`config.mk`:
```
export PLATFORM = sky130hd
export DESIGN_NAME = lsu_bus_adapter
export DESIGN_NICKNAME = d
export VERILOG_FILES = /design/src/rtl/lsu_bus_adapter_pkg.sv /design/src/rtl/lsu_align.sv /design/src/rtl/lsu_bus_adapter.sv
export SDC_FILE = /design/constraint.sdc
export NUM_CORES = 1
export LEC_CHECK = 0
export ABC_CLOCK_PERIOD_IN_PS = 4900
export CORE_ASPECT_RATIO = 1.25
export CORE_MARGIN = 2
export CORE_UTILIZATION = 50
export CTS_CLUSTER_SIZE = 16
export DETAILED_ROUTE_END_ITERATION = 6
export PLACE_DENSITY = 0.86
export SETUP_SLACK_MARGIN = 0.4
export SLEW_MARGIN = 30
export SYNTH_ARGS = -nofsm -noshare
export SYNTH_HDL_FRONTEND = slang
export SYNTH_HIERARCHICAL = 1
export SYNTH_SLANG_ARGS = --single-unit
```
`constraint.sdc`:
```
create_clock -name clk -period 4.9 [get_ports clk]
set_clock_uncertainty 0.15 [all_clocks]
set_input_delay 0.98 -clock clk [delete_from_list [all_inputs] [get_ports clk]]
set_output_delay 0.98 -clock clk [all_outputs]
set_load 0.03 [all_outputs]
```
`src/rtl/lsu_bus_adapter_pkg.sv`:
```
// Shared encodings for the load/store unit: access size, load extension and the
// bus adapter state machine, plus the alignment rule used to reject accesses early.
package lsu_bus_adapter_pkg;

    localparam int DATA_SIZE_WIDTH   = 2;
    localparam int EXTEND_TYPE_WIDTH = 1;

    localparam logic [DATA_SIZE_WIDTH-1:0] DATA_SIZE_BYTE = 2'd0;
    localparam logic [DATA_SIZE_WIDTH-1:0] DATA_SIZE_HALF = 2'd1;
    localparam logic [DATA_SIZE_WIDTH-1:0] DATA_SIZE_WORD = 2'd2;

    localparam logic [EXTEND_TYPE_WIDTH-1:0] EXTEND_ZERO = 1'b0;
    localparam logic [EXTEND_TYPE_WIDTH-1:0] EXTEND_SIGN = 1'b1;

    typedef enum logic [1:0] {
        ST_IDLE = 2'd0,
        ST_REQ  = 2'd1,
        ST_WAIT = 2'd2,
        ST_RESP = 2'd3
    } lsu_state_t;

    // The unused size encoding is handled as a word everywhere, so it must be word aligned.
    function automatic logic is_misaligned(input logic [DATA_SIZE_WIDTH-1:0] size,
                                           input logic [1:0]                 addr_lo);
        logic mis;
        case (size)
            DATA_SIZE_BYTE: mis = 1'b0;
            DATA_SIZE_HALF: mis = addr_lo[0];
            DATA_SIZE_WORD: mis = (addr_lo != 2'b00);
            default:        mis = (addr_lo != 2'b00);
        endcase
        return mis;
    endfunction

endpackage

```
`src/rtl/lsu_align.sv`:
```
// Byte-lane steering for the load/store unit: byte enables, store replication
// and load lane extraction with sign or zero extension. Purely combinational.
module lsu_align
    import lsu_bus_adapter_pkg::*;
(
    input  logic [1:0]                   addr_lo,
    input  logic [DATA_SIZE_WIDTH-1:0]   data_size,
    input  logic [EXTEND_TYPE_WIDTH-1:0] extend_type,
    input  logic [31:0]                  wdata,
    input  logic [31:0]                  rdata,
    output logic [3:0]                   be,
    output logic [31:0]                  wdata_rep,
    output logic [31:0]                  rdata_ext
);

    logic [31:0] lane_s;

    // Move the addressed lane to bit 0, then size/extend it.
    always_comb begin
        lane_s    = rdata >> {addr_lo, 3'b000};
        be        = 4'b0000;
        wdata_rep = 32'h0000_0000;
        rdata_ext = 32'h0000_0000;
        case (data_size)
            DATA_SIZE_BYTE: begin
                be        = 4'b0001 << addr_lo;
                wdata_rep = {4{wdata[7:0]}};
                if (extend_type == EXTEND_SIGN) begin
                    rdata_ext = {{24{lane_s[7]}}, lane_s[7:0]};
                end else begin
                    rdata_ext = {24'h00_0000, lane_s[7:0]};
                end
            end
            DATA_SIZE_HALF: begin
                be        = 4'b0011 << addr_lo;
                wdata_rep = {2{wdata[15:0]}};
                if (extend_type == EXTEND_SIGN) begin
                    rdata_ext = {{16{lane_s[15]}}, lane_s[15:0]};
                end else begin
                    rdata_ext = {16'h0000, lane_s[15:0]};
                end
            end
            default: begin
                be        = 4'b1111;
                wdata_rep = wdata;
                rdata_ext = rdata;
            end
        endcase
    end

endmodule

```
`src/rtl/lsu_bus_adapter.sv`:
```
// Load/store unit: performs one memory-stage access on a request/grant/response bus,
// stalling the pipeline until it completes, errors on misalignment or timeout.
module lsu_bus_adapter
    import lsu_bus_adapter_pkg::*;
#(
    parameter int TIMEOUT = 16
) (
    input  logic                         clk,
    input  logic                         reset,
    input  logic                         mem_req_valid,
    input  logic                         mem_req_store,
    input  logic [15:0]                  mem_addr,
    input  logic [31:0]                  mem_wdata,
    input  logic [DATA_SIZE_WIDTH-1:0]   mem_data_size,
    input  logic [EXTEND_TYPE_WIDTH-1:0] mem_extend_type,
    output logic                         mem_stall,
    output logic                         rsp_valid,
    output logic [31:0]                  rsp_rdata,
    output logic                         rsp_err,
    output logic                         bus_req,
    output logic                         bus_we,
    output logic [15:0]                  bus_addr,
    output logic [3:0]                   bus_be,
    output logic [31:0]                  bus_wdata,
    input  logic                         bus_gnt,
    input  logic                         bus_rvalid,
    input  logic [31:0]                  bus_rdata
);

    localparam int CNT_W = (TIMEOUT > 2) ? $clog2(TIMEOUT) : 1;
    localparam logic [CNT_W-1:0] CNT_LAST = CNT_W'(TIMEOUT - 1);

    lsu_state_t                   state_r;
    logic [CNT_W-1:0]             cnt_r;
    logic                         store_r;
    logic [1:0]                   addr_lo_r;
    logic [DATA_SIZE_WIDTH-1:0]   size_r;
    logic [EXTEND_TYPE_WIDTH-1:0] ext_r;

    logic                         rsp_valid_r;
    logic [31:0]                  rsp_rdata_r;
    logic                         rsp_err_r;
    logic                         bus_req_r;
    logic                         bus_we_r;
    logic [15:0]                  bus_addr_r;
    logic [3:0]                   bus_be_r;
    logic [31:0]                  bus_wdata_r;
    logic                         mem_stall_s;

    logic [1:0]                   align_addr_s;
    logic [DATA_SIZE_WIDTH-1:0]   align_size_s;
    logic [EXTEND_TYPE_WIDTH-1:0] align_ext_s;
    logic [3:0]                   be_s;
    logic [31:0]                  wdata_rep_s;
    logic [31:0]                  rdata_ext_s;

    // In IDLE the aligner steers the incoming request; afterwards the captured one.
    always_comb begin
        if (state_r == ST_IDLE) begin
            align_addr_s = mem_addr[1:0];
            align_size_s = mem_data_size;
            align_ext_s  = mem_extend_type;
        end else begin
            align_addr_s = addr_lo_r;
            align_size_s = size_r;
            align_ext_s  = ext_r;
        end
    end

    lsu_align u_align (
        .addr_lo     (align_addr_s),
        .data_size   (align_size_s),
        .extend_type (align_ext_s),
        .wdata       (mem_wdata),
        .rdata       (bus_rdata),
        .be          (be_s),
        .wdata_rep   (wdata_rep_s),
        .rdata_ext   (rdata_ext_s)
    );

    // Stall must follow mem_req_valid in the accept cycle, so it cannot be registered.
    always_comb begin
        if (!reset) begin
            mem_stall_s = 1'b0;
        end else begin
            case (state_r)
                ST_IDLE: mem_stall_s = mem_req_valid;
                ST_REQ:  mem_stall_s = 1'b1;
                ST_WAIT: mem_stall_s = 1'b1;
                ST_RESP: mem_stall_s = 1'b0;
                default: mem_stall_s = 1'b0;
            endcase
        end
    end

    // Access sequencer: accept, request, await data, respond; with timeout budget.
    always_ff @(posedge clk or negedge reset) begin
        if (!reset) begin
            state_r     <= ST_IDLE;
            cnt_r       <= '0;
            store_r     <= 1'b0;
            addr_lo_r   <= 2'b00;
            size_r      <= DATA_SIZE_BYTE;
            ext_r       <= EXTEND_ZERO;
            rsp_valid_r <= 1'b0;
            rsp_rdata_r <= 32'h0000_0000;
            rsp_err_r   <= 1'b0;
            bus_req_r   <= 1'b0;
            bus_we_r    <= 1'b0;
            bus_addr_r  <= 16'h0000;
            bus_be_r    <= 4'b0000;
            bus_wdata_r <= 32'h0000_0000;
        end else begin
            case (state_r)
                ST_IDLE: begin
                    if (mem_req_valid) begin
                        store_r   <= mem_req_store;
                        addr_lo_r <= mem_addr[1:0];
                        size_r    <= mem_data_size;
                        ext_r     <= mem_extend_type;
                        cnt_r     <= '0;
                        if (is_misaligned(mem_data_size, mem_addr[1:0])) begin
                            state_r     <= ST_RESP;
                            rsp_valid_r <= 1'b1;
                            rsp_err_r   <= 1'b1;
                            rsp_rdata_r <= 32'h0000_0000;
                        end else begin
                            state_r     <= ST_REQ;
                            bus_req_r   <= 1'b1;
                            bus_we_r    <= mem_req_store;
                            bus_addr_r  <= {mem_addr[15:2], 2'b00};
                            bus_be_r    <= be_s;
                            bus_wdata_r <= mem_req_store ? wdata_rep_s : 32'h0000_0000;
                        end
                    end else begin
                        state_r <= ST_IDLE;
                    end
                end
                ST_REQ: begin
                    if (bus_gnt) begin
                        bus_req_r <= 1'b0;
                        if (store_r) begin
                            state_r     <= ST_RESP;
                            rsp_valid_r <= 1'b1;
                            rsp_err_r   <= 1'b0;
                            rsp_rdata_r <= 32'h0000_0000;
                        end else begin
                            state_r <= ST_WAIT;
                        end
                        if (cnt_r != CNT_LAST) begin
                            cnt_r <= cnt_r + CNT_W'(1);
                        end else begin
                            cnt_r <= cnt_r;
                        end
                    end else if (cnt_r == CNT_LAST) begin
                        bus_req_r   <= 1'b0;
                        state_r     <= ST_RESP;
                        rsp_valid_r <= 1'b1;
                        rsp_err_r   <= 1'b1;
                        rsp_rdata_r <= 32'h0000_0000;
                    end else begin
                        cnt_r <= cnt_r + CNT_W'(1);
                    end
                end
                ST_WAIT: begin
                    if (bus_rvalid) begin
                        state_r     <= ST_RESP;
                        rsp_valid_r <= 1'b1;
                        rsp_err_r   <= 1'b0;
                        rsp_rdata_r <= rdata_ext_s;
                    end else if (cnt_r == CNT_LAST) begin
                        state_r     <= ST_RESP;
                        rsp_valid_r <= 1'b1;
                        rsp_err_r   <= 1'b1;
                        rsp_rdata_r <= 32'h0000_0000;
                    end else begin
                        cnt_r <= cnt_r + CNT_W'(1);
                    end
                end
                ST_RESP: begin
                    // The request still held this cycle is the one just answered.
                    state_r     <= ST_IDLE;
                    rsp_valid_r <= 1'b0;
                    rsp_err_r   <= 1'b0;
                    rsp_rdata_r <= 32'h0000_0000;
                    bus_req_r   <= 1'b0;
                    bus_we_r    <= 1'b0;
                    bus_addr_r  <= 16'h0000;
                    bus_be_r    <= 4'b0000;
                    bus_wdata_r <= 32'h0000_0000;
                end
                default: begin
                    state_r     <= ST_IDLE;
                    rsp_valid_r <= 1'b0;
                    bus_req_r   <= 1'b0;
                end
            endcase
        end
    end

    assign mem_stall = mem_stall_s;
    assign rsp_valid = rsp_valid_r;
    assign rsp_rdata = rsp_rdata_r;
    assign rsp_err   = rsp_err_r;
    assign bus_req   = bus_req_r;
    assign bus_we    = bus_we_r;
    assign bus_addr  = bus_addr_r;
    assign bus_be    = bus_be_r;
    assign bus_wdata = bus_wdata_r;

endmodule

```
; Word level (Yosys, flattened, before mapping)
; Index checks and enable logic that the tools add are counted.
[totals]
ff_bits = 100
in_bits = 89
output_inout_bits = 89
[classes]
eq_ne = 14
reduce_logical = 13
mux = 63
n_addsub = 1
shift = 3
[ops]
columns = cell, count
row1 = 32-bit two-way mux, 11
row2 = 32-bit one-hot mux with 2 select lines, 3
row3 = 32-bit one-hot mux with 4 select lines, 1
row4 = 16-bit two-way mux, 2
row5 = 16-bit one-hot mux with 2 select lines, 1
row6 = 32-bit by 5-bit right shift with 16-bit output, 1
row7 = 4-bit two-way mux, 7
row8 = 1-bit two-way mux, 21
row9 = 4-bit one-hot mux with 2 select lines, 2
row10 = 2-bit two-way mux, 7
row11 = 4-bit one-hot mux with 3 select lines, 1
row12 = 3-bit != test (second input constant), 3
row13 = 1-bit one-hot mux with 4 select lines, 2
row14 = 2-bit one-hot mux with 4 select lines, 1
row15 = 4-bit AND reduction, 2
row16 = 2-bit by 1-bit equality test with 1-bit output (second input constant), 3
row17 = 2-bit zero test, 3
row18 = 2-bit != test (second input constant), 3
row19 = 1-bit one-hot mux with 3 select lines, 2
row20 = 3-bit AND reduction, 2
row21 = 3-bit nonzero test, 2
row22 = 4-bit by 1-bit adder with 4-bit output (second input constant), 1
row23 = 2-bit equality test (second input constant), 2
row24 = 4-bit equality test (second input constant), 1
row25 = other kinds (8), 10

; Longest topological paths before layout
; Gate-level depths: netlist (run 1).
[logic_depth]
ltp_word = 8
depth_mapped = 12
mapped_depth_nobuf = 8

; By module
; The synthesis (run 1) kept the hierarchy.
[by_module_without_submodules]
columns = module, cells_each, area_per_inst_um2, instances
row1 = lsu_bus_adapter, 329, 4226.6, 1
row2 = lsu_align, 180, 1164.9, 1

; Worst setup path after synthesis (run 1)
; No wires, ideal clock.
[synth_timing]
path_kind = reg-to-reg
startpoint = reg state_r[0]
endpoint = reg rsp_rdata_r[22], in the netlist rsp_rdata[22]
path_slack_ns = 1.865
t_required_ns = 4.629
setup_time_ns = 0.121
path_stages_with_launch = 13
arrival_ns = 2.764
cell_sequence = dfrtp_1 inv_1 ha_1 buf_6 clkbuf_1 mux2_2 buf_6 mux2_4 a221o_1 o2111ai_2 buf_6 nand2_1 a22o_1
[synth_via]
elab_chain_len = 7
[synth_lines]
columns = item, line_no
row1 = from (decl), lsu_bus_adapter.sv:33  ; lsu_state_t state_r;
row2 = from (signal assigned), lsu_bus_adapter.sv:99  ; state_r <= ST_IDLE;
row3 = from (signal assigned), lsu_bus_adapter.sv:123  ; state_r <= ST_RESP;
row4 = from (signal assigned), lsu_bus_adapter.sv:128  ; state_r <= ST_REQ;
row5 = 2-bit zero test *, lsu_bus_adapter.sv:59  ; if (state_r == ST_IDLE) begin
row6 = 2-bit two-way mux *, lsu_bus_adapter.sv:59
row7 = via align_addr_s[0], lsu_bus_adapter.sv:50  ; logic [1:0] align_addr_s;
row8 = 32-bit by 5-bit right shift with 16-bit output *, lsu_align.sv:20  ; lane_s = rdata >> {addr_lo, 3'b000};
row9 = 32-bit two-way mux (on tied branches), "lsu_align.sv:37, lsu_align.sv:28"
row10 = 32-bit one-hot mux with 2 select lines *, lsu_align.sv:24  ; case (data_size)
row11 = via rdata_ext_s[22], lsu_bus_adapter.sv:55  ; logic [31:0] rdata_ext_s;
row12 = 32-bit two-way mux *, lsu_bus_adapter.sv:166  ; if (bus_rvalid) begin
row13 = 32-bit one-hot mux with 4 select lines *, lsu_bus_adapter.sv:114  ; case (state_r)
row14 = to (signal assigned), lsu_bus_adapter.sv:170  ; rsp_rdata_r <= rdata_ext_s;
row15 = to (decl), lsu_bus_adapter.sv:41  ; logic [31:0] rsp_rdata_r;
; The timed path passes the listed nets; every way through them passes the cells marked *.
; A chain may end at the register's enable or synchronous reset.

; Worst setup path after layout (run 1)
[layout_timing]
startpoint = in mem_req_valid
endpoint = out mem_stall
[layout_via]
elab_chain_len = 2
[layout_lines]
columns = item, line_no
row1 = from (decl), lsu_bus_adapter.sv:10  ; input logic mem_req_valid,
row2 = 1-bit one-hot mux with 3 select lines, lsu_bus_adapter.sv:86  ; case (state_r)
row3 = 1-bit two-way mux, lsu_bus_adapter.sv:83  ; if (!reset) begin
row4 = to (decl), lsu_bus_adapter.sv:16  ; output logic mem_stall,
; No other way between the ends.

==> flow_summary.yaml, run 1 <==
clock_tree:
  cts_repair_resize_count: 0
  postCtsSetupBuffers: 0
  cts_buffers: 9
  clock_path_buffers: 2
  clock_latency_ns: 0.34
  cts_root_buf: "clkbuf_16"
  htree_levels: 3
  cts_tree: "done"
  clock_sinks: 98
  cts-hold-fix-buffers: 0
  clk_pin_slew_worst_paths_ns: 0.07
global_route:
  overflow: 0
  antenna_found_initial: 0
  grt_max_degree: 56
  grt_pass1_wl_um: 24600
  grt_pass1_vias: 4720
  grt_usage_pct: 26.2
hold_path:
  worstHoldStart: "rsp_rdata[24]"
  hold_class: "flop to flop"
die:
  die_w_um: 96.9
  dieArea_um2: 11600
  core_area_um2: 10600
  rows: 42
  boundaryPins: 178
  die_y_um: 120
  initial_core_util_pct: 51.0
finish:
  layout.cells.non_filler: 790
  regArea_um2: 2450
  final_common_cell: "clkdlybuf4s50_1"
  num_antenna_cells: 0
  final_cell_area_um2: 7370
  drive_above_1_share_pct: 10.9
  syn_to_final_growth_pct: 36.6
  multi_input_area_um2: 2600
  n_fill_cell: 772
  mostFrequentLayoutCells: "clkdlybuf4s50_1, dfrtp_1, nand2_1, a22o_1, o21ai_0"
  finalNetCount: 748
synthesis:
  synth.distinct_cells: 52
  synth_flop_cell: "dfrtp_1"
  async_flop_share_pct: 100
  synthTopCellsByArea: "dfrtp_1, a22o_1, mux2_2, mux2i_1, nand2_1"
  synth.top_cell.area_share_pct: 45.5
  avgSynthCellArea_um2: 10.6
  synthCells: 509
  yosys_warnings: 6
  yosysTopAreaCell: "dfrtp_1"
  yosysSeqAreaShare_pct: 45.5
  synth_edf_count: 0
  synth_area_um2: 5390
  synth_seq_cells: 98
sta:
  tns_ns: 0
  fin_crit_sh_pct: 75.5
  rsz0062_at_grt: "no"
  hold_viol_final: 0
  min_period_ns: 3.70
  slew_violations: 0
  setup_violations: 0
  worst_pin_slew_ns: 0.917
  whs_ns: 0.353
  fin_ws_ns: 1.20
  relSlewSlack_pct: 38.8
  max_freq_mhz: 270
worst_setup_path:
  cpMostUsedCell: "clkdlybuf4s50_1"
  crit_type: "input port to primary output"
  slowest_stage: "clkdlybuf4s50_1"
  cp_data_required_time_ns: 3.77
  startpoint_type: "input port"
  path_cells: "clkdlybuf4s50_1 > nand2_1 > o21ai_0 > and2_1 > clkdlybuf4s50_1"
  crit_family: "buffers and inverters"
  slowest_delay_ns: 0.66
  startpoint: "mem_req_valid"
  cp.arrival_ns: 2.57
  critPathCaptureType: "primary output"
  r2r_start: "state_r[0]"
  cp.buffers_inverters: 2
  cp_max_fo: 6
drt:
  via_per_inst: 6.01
  drc: 0
  first_pass_iters: 6
  drt-initial-drc-count: 338
  via_count: 4745
  wl_per_cell_um: 19.6
  wl_um: 15500
  ant_nets: 0
power:
  p_per_area_nw_per_um2: 706
  leakage_nw: 3.31
  peakVddDrop_v: 0.000427
placement:
  finalWeightedCongestion: 0.920
  port_buffers: 175
  dp_cells: 774
  dpl-instance-area_um2: 7060
  dp_slack_ns: 0.952
  dp_hpwl_um: 10900
status:
  status: "finished clean"
flow_run:
  drv_cap: 0
## cell usage after synthesis (2+ instances only)
library cell and number:
a21o_1 2, a21oi_1 12, mux2i_1 32, o31ai_1 8, nand2_1 65, clkbuf_1 18, inv_1 10, and2_1 4
buf_8 2, a221oi_1 6, mux2_2 36, o21ai_0 43, buf_1 2, buf_2 9, buf_6 7, nor2_1 8
a31oi_1 4, nor2b_1 4, and3_1 3, o221ai_1 2, o22a_1 2, a22o_1 65, nand3_1 20, dfrtp_1 98
buf_4 13, ha_1 6, a22oi_1 3
## cell type report
cell class                      instances  area share, %
Multi-Input combinational cell        351           35.2
Clock buffer                           12           3.48
Sequential cell                        98           33.3
Tap cell                              132           2.24
Timing Repair Buffer                  183           24.6
Clock inverter                          4          0.679
Inverter                               10          0.510
## worst register-to-register path: stages (launching register included)
cell and delay [ns]:
dfrtp_1 0.43, inv_1 0.12, ha_1 0.16, buf_4 0.31, mux2_2 0.59, nor2b_1 0.62, a221o_1 0.31, o2111ai_2 0.44
nand2_1 0.20, a22o_1 0.16
## logic make-up (layout without fill, tap and decap cells)
kind of cell | after synthesis | count (layout) | share of synthesized area, %
AO/OA/AOI/OAI | 159 | 159 | 22.3
AND/OR/NAND/NOR | 114 | 114 | 9.79
flip-flops | 98 | 98 | 45.5
multiplexers | 70 | 70 | 14.2
buffers and inverters | 61 | 209 | 6.75
adder cells (fa/ha/maj) | 6 | 6 | 1.39
other | 1 | 2 | 0.0696
## layer usage
layer / routed length, µm / global-route usage, % / up-vias
met5: 0 / 0 / -
met4: 376 / 9.68 / 0
met3: 1060 / 6.81 / 28
met2: 7700 / 43.7 / 213
met1: 6330 / 33.0 / 2342
li1: - / - / 2162
## path summary, 6_finish.rpt
| check | endpoint | slack, ns | cells after the start |
|---|---|---|---|
| min reg2reg | rsp_rdata[24] | 0.35 | 1 |
| max in group asynchronous | store_r | 3.00 | 2 |
| max | mem_stall | 1.20 | 5 |
| min in group asynchronous | state_r[1] | 0.48 | 1 |
| max reg2reg | rsp_rdata[16] | 1.34 | 9 |
| min | rsp_rdata[24] | 0.35 | 1 |
## power breakdown
part | leakage, nW | total [mW] | internal (mW) | switching, mW
Combinational | 1.90 | 3.11 | 1.28 | 1.82
Clock | 0.145 | 0.727 | 0.423 | 0.304
Sequential | 1.27 | 1.36 | 1.14 | 0.225
## sequential cells by signal, indices dropped and copies added (netlist names)
signal and cells:
bus_addr 14, addr_lo_r 2, cnt_r 4, bus_req 1, rsp_rdata 32, ext_r 1
rsp_err 1, state_r 2, bus_wdata 32, size_r 2, bus_we 1, bus_be 4
rsp_valid 1, store_r 1
## stage by stage
step                      total power, mW  util, %
after floorplan                      3.42        -
after global placement               4.34     66.8
after detailed placement             4.45     66.8
after CTS                            5.19     69.7
after global routing                 5.48     69.7
final                                5.20     69.7
Power figures use the tool's default switching activity.
==> run 2, diff against run 1 <==
--- a/config.mk
+++ b/config.mk
@@ -5,13 +5,13 @@
 export SDC_FILE = /design/constraint.sdc
 export NUM_CORES = 1
 export LEC_CHECK = 0
-export ABC_CLOCK_PERIOD_IN_PS = 4900
+export ABC_CLOCK_PERIOD_IN_PS = 3700
 export CORE_ASPECT_RATIO = 1.25
 export CORE_MARGIN = 2
-export CORE_UTILIZATION = 50
+export CORE_UTILIZATION = 47
 export CTS_CLUSTER_SIZE = 16
 export DETAILED_ROUTE_END_ITERATION = 6
-export PLACE_DENSITY = 0.86
+export PLACE_DENSITY = 0.82
 export SETUP_SLACK_MARGIN = 0.4
 export SLEW_MARGIN = 30
 export SYNTH_ARGS = -nofsm -noshare
==> constraint.sdc (replaced) <==
create_clock -name clk -period 3.7 [get_ports clk]
set_clock_uncertainty 0.15 [all_clocks]
set_input_delay 0.74 -clock clk [delete_from_list [all_inputs] [get_ports clk]]
set_output_delay 0.74 -clock clk [all_outputs]
set_load 0.03 [all_outputs]
==> run 2 against run 1 <==
Non-clock buffer count up 7. Clock power up 17%. Sequential share of layout area decreased by 0.11 points. Via count is 1.9% lower. Sequential power is 32% higher. Count of clock-buffer cells in the layout stayed put. Largest power group unchanged.
==> flow_summary.yaml, run 2 (same netlist as run 1, synthesis figures left out) <==
status:
  status: "finished clean"
placement:
  dp_hpwl_um: 11000
  port_buffers: 175
  finalWeightedCongestion: 0.883
sta:
  worst_pin_slew_ns: 0.949
  whs_ns: 0.155
  fin_crit_sh_pct: 81.6
  relSlewSlack_pct: 36.8
  hold_viol_final: 0
  setup_violations: 0
  slew_violations: 0
  min_period_ns: 3.02
  max_freq_mhz: 331
  rsz0062_at_grt: "no"
  tns_ns: 0
power:
  seqPwrFrac_pct: 26.4
  leakage_nw: 3.34
  p_comb_share_pct: 61.1
  internal_power_mw: 3.71
  p_per_area_nw_per_um2: 922
  netSwitchingPower_mw: 3.10
  swShare_pct: 45.5
  peakVddDrop_v: 0.000464
  pwr-share-clk_pct: 12.5
clock_tree:
  clock_sinks: 98
  cts_tree: "done"
  cts_buffers: 9
  htree_levels: 3
  clock_latency_ns: 0.34
  clk_pin_slew_worst_paths_ns: 0.07
  clock_path_buffers: 2
  cts_root_buf: "clkbuf_16"
drt:
  met1Wirelength_um: 6380
  met2_wirelength_um: 7810
  met3_wirelength_um: 888
  first_pass_iters: 5
  wl_per_cell_um: 19.4
  via_per_inst: 5.82
  via_count: 4654
  wl_um: 15500
  drc: 0
  ant_nets: 0
  drt-initial-drc-count: 398
  routed.top_layer: "met4"
die:
  boundaryPins: 178
  core_area_um2: 11100
  die_w_um: 99.8
  rows: 43
  die_y_um: 124
  initial_core_util_pct: 48.4
  dieArea_um2: 12300
finish:
  final_core_util_pct: 66.4
  final_common_cell: "clkdlybuf4s50_1"
  num_antenna_cells: 0
  drive_above_1_share_pct: 11.6
  syn_to_final_growth_pct: 37.1
  mostFrequentLayoutCells: "clkdlybuf4s50_1, dfrtp_1, nand2_1, a22o_1, o21ai_0"
  finalNetCount: 755
worst_setup_path:
  startpoint_type: "input port"
  cp_max_fo: 11
  crit_type: "input port to flop"
  cp.arrival_ns: 3.10
  critPathCaptureType: "flop"
  cp_data_required_time_ns: 3.78
global_route:
  grt_pass1_wl_um: 24100
  grt_usage_pct: 24.7
  antenna_found_initial: 0
  grt_max_degree: 70
  grt_pass1_vias: 4663
  overflow: 0
flow_run:
  drv_cap: 0
hold_path:
  hold_class: "input port to async pin"
==> run 2: cell types whose count changed in the layout (fill, tap and decap cells not counted), moves of 2 or more <==
cell	previous run	this run
clkinvlp_4	2	0
buf_4	9	15
clkbuf_8	2	0
clkbuf_1	1	3
==> run 2: layout make-up <==
type                       instances  area (µm²)
sequential                        98        2450
tap                              135         169
inverter                          10        37.5
clock buffer                      12         236
fill                             886        3740
multi-input combinational        351        2600
timing repair buffer             190        1870
clock inverter                     4        27.5
==> run 2: power by group through the flow <==
stage	Combinational [mW]	Clock, mW	Sequential [mW]
floorplan	2.02	0	2.51
global placement	4.03	0	1.79
detailed placement	4.15	0	1.80
CTS	4.16	0.876	1.80
global route	4.46	0.921	1.85
finish	4.17	0.854	1.80
==> run 2: metal layers <==
| metal | up-vias | GRT usage, % |
|---|---|---|
| li1 | 2166 | - |
| met1 | 2277 | 31.2 |
| met2 | 181 | 41.6 |
| met3 | 30 | 4.88 |
| met4 | 0 | 10.1 |
| met5 | - | 0 |
==> run 2: timing repair <==
item,4_1_cts,5_1_grt
gates resized for setup,1,0
hold buffers,0,0
setup buffers,0,0
endpoints found under the setup margin,1,0
==> run 2: worst max-delay path, cell delays in order <==
cell and delay (ns):
clkdlybuf4s50_1 0.57, mux2_2 0.36, mux4_2 0.58, and2_1 0.21, nor2_2 0.28, o21ai_0 0.15
a22o_1 0.22
==> run 2: worst paths after layout <==
kind / startpoint / end / slack [ns] / cells after the start
setup / recovery: mem_addr[0] / rsp_rdata[15] / 0.68 / 7
hold / removal: reset / state_r[1] / 0.16 / 1
setup reg to reg: state_r[0] / bus_wdata[12] / 0.73 / 9
hold reg to reg: rsp_rdata[20] / rsp_rdata[20] / 0.35 / 1
max in group asynchronous: reset / rsp_rdata[11] / 2.25 / 3
min in group clk: rsp_rdata[20] / rsp_rdata[20] / 0.35 / 1
==> run 2: metrics by stage <==
stage	cell area (µm²)	setup slack, ns	cells	power, mW
after floorplan	5400	0.665	510	4.53
after global placement	7110	0.446	783	5.82
after detailed placement	7110	0.334	783	5.95
after CTS	7370	0.673	799	6.83
after global routing	7390	0.529	800	7.23
final	7390	0.680	800	6.82
==> run 3, diff against run 2 <==
--- a/config.mk
+++ b/config.mk
@@ -5,7 +5,7 @@
 export SDC_FILE = /design/constraint.sdc
 export NUM_CORES = 1
 export LEC_CHECK = 0
-export ABC_CLOCK_PERIOD_IN_PS = 3700
+export ABC_CLOCK_PERIOD_IN_PS = 3090
 export CORE_ASPECT_RATIO = 1.25
 export CORE_MARGIN = 2
 export CORE_UTILIZATION = 47
==> constraint.sdc (replaced) <==
create_clock -name clk -period 3.09 [get_ports clk]
set_clock_uncertainty 0.15 [all_clocks]
set_input_delay 0.618 -clock clk [delete_from_list [all_inputs] [get_ports clk]]
set_output_delay 0.618 -clock clk [all_outputs]
set_load 0.03 [all_outputs]
==> run 3 against run 2 <==
Hold slack gained 0.019 ns. Critical path depth grew 1. Largest cell class unchanged. The run now ends with design-rule violations left. Register-to-register slack lost 0.24 ns. Final cell count grew 0.88%. Power grew 25%. Global-route usage shrank 0.24 points. Clock power grew 35%. Routed wire length shrank 1.1%. Flip-flop and latch count is the same. First-iteration DRC count shrank 29%.
==> flow_summary.yaml, run 3 (same netlist as run 1, synthesis figures left out) <==
status:
  status: "complete, but fails checks"
  violations: "design-rule violations"
clock_tree:
  cts_buffers: 9
  clock_sinks: 98
  htree_levels: 3
  cts-hold-fix-buffers: 0
  cts_root_buf: "clkbuf_16"
  clock_latency_ns: 0.35
  clock_path_buffers: 2
  clk_pin_slew_worst_paths_ns: 0.07
  cts_tree: "done"
die:
  initial_core_util_pct: 48.4
  boundaryPins: 178
  die_w_um: 99.8
  core_area_um2: 11100
  die_y_um: 124
  rows: 43
  dieArea_um2: 12300
drt:
  drt-initial-drc-count: 282
  via_count: 4749
  ant_nets: 0
  first_pass_iters: 7
  wl_um: 15300
  wl_per_cell_um: 19.0
  via_per_inst: 5.88
  drc: 1
sta:
  slew_violations: 0
  fin_crit_sh_pct: 84.3
  setup_violations: 0
  max_freq_mhz: 384
  worst_pin_slew_ns: 0.782
  whs_ns: 0.174
  tns_ns: 0
  rsz0062_at_grt: "no"
  min_period_ns: 2.60
  relSlewSlack_pct: 47.8
  hold_viol_final: 0
power:
  seqPwrFrac_pct: 25.4
  p_comb_share_pct: 61.0
  swShare_pct: 44.9
  peakVddDrop_v: 0.000663
  leakage_nw: 3.39
  internal_power_mw: 4.69
  netSwitchingPower_mw: 3.81
  pwr-share-clk_pct: 13.5
  totalPowerFinal_mw: 8.50
  p_per_area_nw_per_um2: 1130
global_route:
  grt_usage_pct: 24.4
  overflow: 0
  grt_max_degree: 63
  grt_pass1_wl_um: 23800
  antenna_found_initial: 0
  grt_pass1_vias: 4695
finish:
  num_antenna_cells: 0
  mostFrequentLayoutCells: "clkdlybuf4s50_1, dfrtp_1, nand2_1, a22o_1, o21ai_0"
  finalNetCount: 762
  drive_above_1_share_pct: 13.8
  final_common_cell: "clkdlybuf4s50_1"
  syn_to_final_growth_pct: 39.9
  n_fill_cell: 859
worst_setup_path:
  cp_data_required_time_ns: 3.18
  cp.arrival_ns: 2.69
  cp_max_fo: 7
  critPathCaptureType: "flop"
  crit_type: "flop to flop"
  startpoint_type: "flop"
placement:
  dp_hpwl_um: 11000
  finalWeightedCongestion: 0.867
  port_buffers: 175
hold_path:
  hold_class: "input port to async pin"
flow_run:
  drv_cap: 0
run 3: cell types whose count changed in the layout (fill, tap and decap cells not counted), sizes merged:
cell         change
dlygate4sd2      -1
clkinv           -2
clkinvlp         +4
bufinv           +1
clkbuf           -3
buf              +8
run 3: critical path, stage by stage, from the launching register on:
cell and delay [ns]:
dfrtp_1 0.44, inv_2 0.12, ha_4 0.20, mux2_4 0.34, mux4_2 0.48, and2_1 0.22
nor2_4 0.20, o31ai_1 0.13, a22o_1 0.22
run 3: final timing paths:
kind	startpoint	endpoint	slack, ns	depth (start not counted)
max reg2reg	state_r[1]	rsp_rdata[8]	0.49	8
min in group clk	bus_we	bus_we	0.33	1
min	reset	bus_addr[7]	0.17	2
min reg2reg	bus_we	bus_we	0.33	1
max in group asynchronous	reset	state_r[0]	1.44	3
max	state_r[1]	rsp_rdata[8]	0.49	8
run 3: power groups by stage:
stage	Clock [mW]	Combinational [mW]	Sequential (mW)
2_1_floorplan	0	2.48	3.01
3_3_place_gp	0	4.92	2.15
3_5_place_dp	0	5.04	2.17
4_1_cts	1.16	5.08	2.16
5_1_grt	1.22	5.53	2.23
6_report	1.15	5.19	2.16
run 3: per-stage QoR:
step	area [µm²]	setup slack [ns]	cells	utilization, %
after floorplan	5430	0.316	510	-
after global placement	7190	0.107	787	64.6
after detailed placement	7190	0.0727	787	64.6
after CTS	7500	0.417	803	67.3
after global routing	7540	0.393	807	67.7
final	7540	0.485	807	67.7
run 3: routing by layer:
layer | GRT usage (%) | vias to the layer above | share of wire [%]
met5 | 0 | - | 0
li1 | - | 2185 | -
met4 | 12.5 | 0 | 3.3
met2 | 40.2 | 215 | 51
met3 | 4.26 | 36 | 6.7
met1 | 31.0 | 2313 | 39
run 3: area by class of cell:
class / instances / area (µm²) / area share, %
Clock buffer: 9 / 225 / 2.99
Timing Repair Buffer: 197 / 1950 / 25.8
Inverter: 10 / 41.3 / 0.547
Tap cell: 135 / 169 / 2.24
Clock inverter: 7 / 77.6 / 1.03
Multi-Input combinational cell: 351 / 2630 / 34.9
Sequential cell: 98 / 2450 / 32.5
run 3: what timing repair did:
action	4_1_cts	5_1_grt
pin swaps	0	1
setup endpoints to repair	1	24
setup buffers	0	4
gates resized for setup	3	5
